[config.mk]
export PLATFORM = sky130hd
export DESIGN_NAME = envelope_arbiter_flat
export DESIGN_NICKNAME = d
export VERILOG_FILES = /design/src/rtl/envelope_arbiter_if.sv /design/src/rtl/envelope_arbiter.sv /design/src/flat_wrapper.sv
export SDC_FILE = /design/constraint.sdc
export NUM_CORES = 1
export LEC_CHECK = 0
export ABC_AREA = 1
export CAP_MARGIN = 10
export CORE_MARGIN = 10
export CORE_UTILIZATION = 35
export CTS_CLUSTER_SIZE = 16
export DETAILED_ROUTE_END_ITERATION = 7
export HOLD_SLACK_MARGIN = 0.12
export PLACE_DENSITY = 0.65
export RECOVER_POWER = 100
export SLEW_MARGIN = 20
export SYNTH_ARGS = -nofsm -noshare
export SYNTH_HDL_FRONTEND = slang
export SYNTH_SLANG_ARGS = --single-unit
[constraint.sdc]
create_clock -name clk -period 3.7 [get_ports clk]
set_input_delay 0.925 -clock clk [delete_from_list [all_inputs] [get_ports clk]]
set_output_delay 0.925 -clock clk [all_outputs]
set_load 0.02 [all_outputs]
[src/rtl/envelope_arbiter_if.sv]
// Envelope handshake and FIFO write bundle.
// master = arbiter side, slave = sensors/FIFO side.
interface envelope_arbiter_if #(
    parameter int NUM_SENSORS = 4
);
    logic [32*NUM_SENSORS-1:0] env_timestamp;
    logic [16*NUM_SENSORS-1:0] env_length;
    logic [NUM_SENSORS-1:0]    env_valid;
    logic [NUM_SENSORS-1:0]    env_ready;
    logic [47:0]               fifo_data;
    logic                      fifo_write;
    logic                      fifo_full;

    modport master (
        input  env_timestamp,
        input  env_length,
        input  env_valid,
        input  fifo_full,
        output env_ready,
        output fifo_data,
        output fifo_write
    );

    modport slave (
        output env_timestamp,
        output env_length,
        output env_valid,
        output fifo_full,
        input  env_ready,
        input  fifo_data,
        input  fifo_write
    );
endinterface

[src/rtl/envelope_arbiter.sv]
// Round-robin envelope FIFO arbiter plus
// sequential sensor reconfiguration sweep.
module envelope_arbiter #(
    parameter int NUM_SENSORS = 4,
    parameter int HOLD_CYCLES = 48,
    parameter int TIMEOUT_W   = 24
) (
    input  logic                   clk,
    input  logic                   rst,
    envelope_arbiter_if.master     bus,
    input  logic                   cfg_start,
    input  logic [NUM_SENSORS-1:0] sensor_configured,
    output logic [NUM_SENSORS-1:0] sensor_reconfigure,
    output logic                   cfg_busy,
    output logic                   cfg_done,
    output logic [NUM_SENSORS-1:0] cfg_error
);
    localparam int PW = (NUM_SENSORS > 1) ? $clog2(NUM_SENSORS) : 1;
    localparam int HW = $clog2(HOLD_CYCLES + 1);

    typedef enum logic [2:0] {
        CFG_IDLE,
        CFG_ASSERT,
        CFG_WAIT,
        CFG_NEXT,
        CFG_DONE
    } cfg_state_t;

    logic [NUM_SENSORS-1:0] last_grant;
    logic [NUM_SENSORS-1:0] cand;
    logic [NUM_SENSORS-1:0] grant_vec;
    logic [PW-1:0]          ptr;
    logic [PW-1:0]          grant_idx;
    logic [PW-1:0]          ptr_next;
    logic [PW-1:0]          jj;
    logic                   grant_any;

    // Search from the pointer, skipping last cycle's winner.
    always_comb begin
        cand      = bus.env_valid & ~last_grant;
        grant_idx = '0;
        grant_any = 1'b0;
        jj        = '0;
        for (int k = 0; k < NUM_SENSORS; k++) begin
            jj = PW'((int'(ptr) + k) % NUM_SENSORS);
            if (!grant_any && cand[jj]) begin
                grant_any = 1'b1;
                grant_idx = jj;
            end
        end
        grant_any = grant_any & ~bus.fifo_full;
        grant_vec = '0;
        if (grant_any)
            grant_vec[grant_idx] = 1'b1;
        if (grant_idx == PW'(NUM_SENSORS - 1))
            ptr_next = '0;
        else
            ptr_next = grant_idx + 1'b1;
    end

    assign bus.env_ready = rst ? '0 : grant_vec;

    // Register the granted record and advance the pointer.
    always_ff @(posedge clk or posedge rst) begin
        if (rst) begin
            bus.fifo_write <= 1'b0;
            bus.fifo_data  <= '0;
            ptr            <= '0;
            last_grant     <= '0;
        end else begin
            bus.fifo_write <= grant_any;
            last_grant     <= grant_vec;
            if (grant_any) begin
                bus.fifo_data <= {
                    bus.env_timestamp[32*int'(grant_idx) +: 32],
                    bus.env_length[16*int'(grant_idx) +: 16]
                };
                ptr <= ptr_next;
            end
        end
    end

    cfg_state_t             state, state_n;
    logic [PW-1:0]          idx, idx_n;
    logic [HW-1:0]          hold_cnt, hold_cnt_n;
    logic [TIMEOUT_W-1:0]   to_cnt, to_cnt_n;
    logic                   busy_n, done_n;
    logic [NUM_SENSORS-1:0] err_n;

    // Configuration sweep state and counters.
    always_ff @(posedge clk or posedge rst) begin
        if (rst) begin
            state     <= CFG_IDLE;
            idx       <= '0;
            hold_cnt  <= '0;
            to_cnt    <= '0;
            cfg_busy  <= 1'b0;
            cfg_done  <= 1'b0;
            cfg_error <= '0;
        end else begin
            state     <= state_n;
            idx       <= idx_n;
            hold_cnt  <= hold_cnt_n;
            to_cnt    <= to_cnt_n;
            cfg_busy  <= busy_n;
            cfg_done  <= done_n;
            cfg_error <= err_n;
        end
    end

    // Next-state logic for the sweep.
    always_comb begin
        state_n    = state;
        idx_n      = idx;
        hold_cnt_n = hold_cnt;
        to_cnt_n   = to_cnt;
        busy_n     = cfg_busy;
        done_n     = cfg_done;
        err_n      = cfg_error;
        unique case (state)
            CFG_IDLE: begin
                if (cfg_start) begin
                    idx_n      = '0;
                    done_n     = 1'b0;
                    err_n      = '0;
                    busy_n     = 1'b1;
                    hold_cnt_n = '0;
                    state_n    = CFG_ASSERT;
                end
            end
            CFG_ASSERT: begin
                if (hold_cnt == HW'(HOLD_CYCLES - 1)) begin
                    to_cnt_n = '0;
                    state_n  = CFG_WAIT;
                end else begin
                    hold_cnt_n = hold_cnt + 1'b1;
                end
            end
            CFG_WAIT: begin
                // A late configured flag beats a simultaneous timeout.
                if (sensor_configured[idx]) begin
                    state_n = CFG_NEXT;
                end else if (&to_cnt) begin
                    err_n[idx] = 1'b1;
                    state_n    = CFG_NEXT;
                end else begin
                    to_cnt_n = to_cnt + 1'b1;
                end
            end
            CFG_NEXT: begin
                if (idx == PW'(NUM_SENSORS - 1)) begin
                    state_n = CFG_DONE;
                end else begin
                    idx_n      = idx + 1'b1;
                    hold_cnt_n = '0;
                    state_n    = CFG_ASSERT;
                end
            end
            CFG_DONE: begin
                done_n  = 1'b1;
                busy_n  = 1'b0;
                state_n = CFG_IDLE;
            end
            default: state_n = CFG_IDLE;
        endcase
    end

    // Decoded from state so reset drops it at once.
    always_comb begin
        sensor_reconfigure = '0;
        if (state == CFG_ASSERT || state == CFG_WAIT)
            sensor_reconfigure[idx] = 1'b1;
    end
endmodule

[src/flat_wrapper.sv]
// flat-port wrapper written by rule: the top's interface ports become plain ports
module envelope_arbiter_flat 
#(
    parameter int NUM_SENSORS = 4,
    parameter int HOLD_CYCLES = 48,
    parameter int TIMEOUT_W   = 24
)
  (clk, rst, cfg_start, sensor_configured, sensor_reconfigure, cfg_busy, cfg_done, cfg_error, bus_env_timestamp, bus_env_length, bus_env_valid, bus_fifo_full, bus_env_ready, bus_fifo_data, bus_fifo_write);
  envelope_arbiter_if #(.NUM_SENSORS(NUM_SENSORS)) bus_i ();
  input  logic clk;
  input  logic rst;
  input  logic cfg_start;
  input  logic [NUM_SENSORS-1:0] sensor_configured;
  output logic [NUM_SENSORS-1:0] sensor_reconfigure;
  output logic cfg_busy;
  output logic cfg_done;
  output logic [NUM_SENSORS-1:0] cfg_error;
  input wire logic [$bits(bus_i.env_timestamp)-1:0] bus_env_timestamp;
  input wire logic [$bits(bus_i.env_length)-1:0] bus_env_length;
  input wire logic [$bits(bus_i.env_valid)-1:0] bus_env_valid;
  input wire logic [$bits(bus_i.fifo_full)-1:0] bus_fifo_full;
  output wire logic [$bits(bus_i.env_ready)-1:0] bus_env_ready;
  output wire logic [$bits(bus_i.fifo_data)-1:0] bus_fifo_data;
  output wire logic [$bits(bus_i.fifo_write)-1:0] bus_fifo_write;
  assign bus_i.env_timestamp = bus_env_timestamp;
  assign bus_i.env_length = bus_env_length;
  assign bus_i.env_valid = bus_env_valid;
  assign bus_i.fifo_full = bus_fifo_full;
  assign bus_env_ready = bus_i.env_ready;
  assign bus_fifo_data = bus_i.fifo_data;
  assign bus_fifo_write = bus_i.fifo_write;
  envelope_arbiter #(.NUM_SENSORS(NUM_SENSORS), .HOLD_CYCLES(HOLD_CYCLES), .TIMEOUT_W(TIMEOUT_W)) u_core (.clk(clk), .rst(rst), .bus(bus_i), .cfg_start(cfg_start), .sensor_configured(sensor_configured), .sensor_reconfigure(sensor_reconfigure), .cfg_busy(cfg_busy), .cfg_done(cfg_done), .cfg_error(cfg_error));
endmodule
---- Word level (Yosys, flattened, before mapping) ----
Cells that the tools add are included.
W data, S select, Z words.
word-level totals
  bits in registers ....................... 96
  output and inout port bits .............. 63
  bits of input ports ..................... 204
  word-level logic and storage cells ...... 121
cells by class
  bitwise logic cells ..................... 5
  shift-type cells ........................ 2
  equal/unequal tests ..................... 15
  order comparisons ....................... 8
  reductions and logical operators ........ 22
  multiplexer cells ....................... 51
  $add $sub $neg .......................... 7
operators by type and width
  operator                 count
  $shiftx A128 B8 Y32      1
  $mux W24                 3
  $shiftx A64 B7 Y16       1
  $pmux W24 S2             1
  $add A24 B1 Y24 const B  1
  $mux W4                  6
  $reduce_and A24 Y1       1
  $lt A2 B3 Y1 const B     6
  $mux W6                  3
  $pmux W6 S3              1
  $mux W3                  5
  $mux W2                  7
  $mux W1                  13
  $pmux W3 S4              1
  $reduce_and A4 Y1        3
  $bmux W1 S2              5
  $ne A2 B2 Y1 const B     5
  $pmux W4 S2              1
  $reduce_bool A2 Y1       4
  $add A2 B1 Y2 const B    3
  $add A6 B1 Y6 const B    1
  $eq A3 B2 Y1 const B     2
  $eq A6 B6 Y1 const B     1
  $reduce_and A3 Y1        2
  21 further kinds         33

---- Longest topological paths before layout ----
  depth after elaboration ................. 20
  mapped depth ............................ 17

---- Worst setup path after synthesis ----
Ideal clock, no wire load.
  kind .................................... input to output
  start ................................... input port bus_env_valid[3]
  end ..................................... output port bus_env_ready[3]
  arrival ................................. 2.523 ns
  stages .................................. 11
  path slack .............................. 0.252 ns
  path buffers ............................ 2
  path through ............................ nand3_1 > nand3_1 > nand2_2 > nand4_4 > nand3_1 > buf_4 > buf_4 > inv_1 > ha_1 > inv_1 > nor3_1
between the ends
  word-level cells in the longest chain between the ends .. 19
  elaborated cells on any way between the ends .. 31
RTL lines
  what                                                                       RTL line                text
  start, declared                                                            flat_wrapper.sv:20      input wire logic [$bits(bus_i.env_valid)-1:0] bus_env_valid;
  $and A4 B4 Y4 *                                                            envelope_arbiter.sv:40  cand = bus.env_valid & ~last_grant;
  $bmux W1 S2                                                                envelope_arbiter.sv:46  if (!grant_any && cand[jj]) begin
  $mux W1 (not written as such)                                              envelope_arbiter.sv:46
  $mux W1                                                                    envelope_arbiter.sv:46
  $logic_not A1 Y1                                                           envelope_arbiter.sv:46
  $logic_and A1 B1 Y1                                                        envelope_arbiter.sv:46
  $mux W1                                                                    envelope_arbiter.sv:46
  $logic_not A1 Y1                                                           envelope_arbiter.sv:46
  (+3 left out)                                                              n/a
  $logic_and A1 B1 Y1                                                        envelope_arbiter.sv:46
  $mux W2                                                                    envelope_arbiter.sv:46
  $lt A2 B3 Y1 (not written as such) / $ge A2 B1 Y1 (equally long branches)  envelope_arbiter.sv:54  grant_vec[grant_idx] = 1'b1;
  $logic_and A1 B1 Y1 (not written as such)                                  envelope_arbiter.sv:54
  $mux W1 (not written as such)                                              envelope_arbiter.sv:54
  $demux W1 S2                                                               n/a
  $mux W4 *                                                                  envelope_arbiter.sv:53  if (grant_any)
  $mux W4 *                                                                  envelope_arbiter.sv:61  assign bus.env_ready = rst ? '0 : grant_vec;
  end, declared                                                              flat_wrapper.sv:22      output wire logic [$bits(bus_i.env_ready)-1:0] bus_env_ready;
Mark *: on every way between the ends. The rest lies on a longest branch, timed or not. The select of a mux whose other input is x is not followed.

---- Final worst setup path ----
  start ................................... register u_core.ptr[0]
  end ..................................... output port bus_env_ready[3]
between the ends
  word-level cells in the longest chain between the ends .. 18
  elaborated cells on any way between the ends .. 33
RTL lines
  what                                                                   RTL line                text
  start, declared                                                        envelope_arbiter.sv:32  logic [PW-1:0] ptr;
  start signal, assigned                                                 envelope_arbiter.sv:78  ptr <= ptr_next;
  parallel branches: the longest is 16 deep, another holds $lt A2 B3 Y1  n/a
  $mux W4 *                                                              envelope_arbiter.sv:53
  $mux W4 *                                                              envelope_arbiter.sv:61
Every way passes the cells marked *. The select of a mux whose other input is x is not followed.

==> run metrics <==
post-route setup slack=a little under 0.3 ns; Detail Placement HPWL=about 19000 um; Max rail drop VDD=between 0.0007 and 0.0008 V; die width=~170 um; Net Sw Frac=0.526; Via-to-Cell Ratio=approximately 4.7; internal power=approximately 4000 uW; H-tree depth=3; asr flop ratio synth=1.00; Synth Instances=around 1200; sequential element share of the synthesized area=0.325; Flop pwr share=0.184; post-place setup slack=-0.463 ns; EDFF count, synth=0; final setup fails=0; crit end category=output port; Nets=~1600; number of port buffers=266; Crit. Startpoint=u_core.ptr[0]$_DFFE_PP0N_; worst-path fanout max=9; CTS buffer count=9; yosys warns=0; Reg-to-Reg Start=u_core.ptr[0]$_DFFE_PP0N_; WL final=25300 um; dpl cells=between 1500 and 2000; fmax=0.293 GHz; total gr overflow=0; synthesized area per cell=roughly 6.3 um2; Tmin final=about 3.4 ns; Combinational Power Share=0.703; Overall Global Routing Usage=0.183; pin count of the biggest net entering global routing=73; Worst Tran Pin Value=approximately 1.8 ns; clock latency at the later pin of the worst-skew pair=0.36 ns; Tcrit/Tclk final=0.921; global placer's final weighted congestion=between 0.8 and 0.9; root buf cell=clkbuf_16; worst min-delay path class=reg -> reg; failing checks=capacitance limit, slew limit; commonest non-fill, non-tap cell in the layout=nand2_1; synth unique cells=40; Net Count, Synth=~1400; max-cap viol count=1; RSZ-0062 raised after global routing=false; number of synthesized register bits=96; Critical Path RT=2.77 ns; clock skew=around 0.0095 ns; clock group share of total power=0.113; DRT iter0 DRCs=approximately 560; initial antenna violation count=3; startpoint class of the critical path=register; Die Area=27300 um2; Final Max Slew Viols=44; Syn Std Cell Area=7390 um2; ys flop type=dfrtp_1; Hold Crit Start=u_core.bus.fifo_data[41]$_DFFE_PP0N_; worst-case clock buffer depth=2; TritonCTS clock tree=built; core box area=around 21000 um2; clk sinks=96; row count=53; status=complete, but fails checks; layout cells sized above 1=0.0688; I/O Pins=between 200 and 300; NetSw=~4400 uW; Leak=between 0.005 and 0.006 uW; worst path arrival time=about 2.5 ns; first-pass GRT wire length=40600 um; Clock transition at path regs=around 0.080 ns; final hold violation count=0; slew margin rel.=-0.223; Post-Layout Cell Count=~1700; most frequent cells in the layout=nand2_1, inv_1, nand3_1; Antenna Violating Nets Remaining=0; die height=around 170 um; TritonRoute pass-1 iters=5; fill count=2169; PwrDens=between 700 and 800 nW/um2; vias=between 7000 and 8000; drt drc=0; vias in the first global route=approximately 7900; wire per inst=~15 um; worst setup path class=reg -> out; Initial Util=0.354; Area Overhead vs Synth=43.9%
-- worst paths after layout --
path / end / slack, ns / cells past startpoint
max: bus_env_ready[3] / 0.29 / 14
min in group asynchronous: u_core.bus.fifo_data[0]$_DFFE_PP0N_ / 1.74 / 2
min: u_core.bus.fifo_data[41]$_DFFE_PP0N_ / 0.48 / 2
max reg2reg: u_core.ptr[0]$_DFFE_PP0N_ / 0.43 / 13
max in group asynchronous: u_core.bus.fifo_data[17]$_DFFE_PP0N_ / 0.86 / 3
min reg2reg: u_core.bus.fifo_data[41]$_DFFE_PP0N_ / 0.48 / 2
-- synthesized netlist by cell type (all sizes together) (2+ instances only) --
cell type	instances	area, um2
nor3	24	136
inv	256	963
nor3b	2	15.0
buf	45	298
nand4	13	96.3
ha	9	113
o21ai	23	115
nand3	235	1300
o31ai	8	60.1
a31oi	2	12.5
a21oi	18	93.8
nand2	378	1440
nor2	39	149
clkbuf	13	48.8
or2	2	12.5
dfrtp	96	2400
xor2	8	70.1
-- sequential cells by signal (all words and copies together), names as in the netlist --
signal and count:
u_core.state 3, u_core.idx 2, u_core.last_grant 4, u_core.cfg_error 4
u_core.to_cnt 24, u_core.cfg_busy 1, u_core.cfg_done 1, u_core.ptr 2
u_core.bus.fifo_data 48, u_core.hold_cnt 6, u_core.bus.fifo_write 1
-- area by class of cell --
class                   count  area (um2)  area share
repair buffers            287        2860       0.269
flip-flops and latches     96        2400       0.226
clock inverters             7        66.3     0.00624
multi-input cells         769        3760       0.354
inverters                 256         963      0.0907
well taps                 275         344      0.0324
diodes                      3        7.51    0.000706
clock buffers               9         225      0.0212
-- routing by layer --
| layer | part of all wire | track usage | wire length, um | vias up |
|---|---|---|---|---|
| li1 | - | - | - | 4091 |
| met1 | 0.44 | 0.223 | 11200 | 3615 |
| met2 | 0.47 | 0.307 | 11800 | 223 |
| met3 | 0.079 | 0.0521 | 2000 | 21 |
| met4 | 0.013 | 0.0515 | 340 | 0 |
| met5 | 0 | 0 | 0 | - |
-- cells by family (layout without fill, tap and decap cells) --
logic type	count (synthesis)	count (layout)	share of synthesized area
fa+ha+maj	9	9	0.0152
other cells	0	3	0
compound gates	54	54	0.0410
simple gates	697	697	0.431
flops	96	96	0.325
xor+xnor	9	9	0.0107
buf+inv	314	559	0.177
-- repair_timing --
action | CTS | global route
setup buffers | 0 | 2
hold buffers | 0 | 0
setup endpoints to repair | 4 | 4
pin swaps | 0 | 7
resized for setup | 22 | 23
-- worst max-delay path: stages, from the launching register on --
cell	delay (ns)
dfrtp_1	0.62
inv_4	0.14
nand2_1	0.09
nand2_1	0.10
nand3_2	0.11
nand2_4	0.08
nand2_2	0.11
nand2_2	0.07
nand2_2	0.07
nand3_4	0.10
inv_1	0.07
ha_1	0.13
inv_1	0.06
nor3_2	0.17
clkbuf_2	0.20
-- power groups by stage --
stage | Clock [uW] | Sequential [uW] | Combinational (uW)
floorplan | 0 | 1870 | 3960
global placement | 0 | 1570 | 6000
detailed placement | 0 | 1570 | 6030
CTS | 974 | 1560 | 6040
global route | 1020 | 1590 | 6760
finish | 951 | 1550 | 5930
-- per-stage QoR --
stage | setup TNS (ns) | utilization | power [uW] | hold slack [ns] | instance area (um2)
after floorplan | 0 | - | 5830 | 0.479 | 7390
after global placement | -1.73 | 0.492 | 7570 | 0.462 | 10300
after detailed placement | -1.77 | 0.492 | 7600 | 0.465 | 10300
after CTS | 0 | 0.505 | 8580 | 0.485 | 10600
after global routing | 0 | 0.509 | 9370 | 0.502 | 10600
final | 0 | 0.509 | 8430 | 0.476 | 10600
Note: power is estimated with default switching activity, not from simulation.
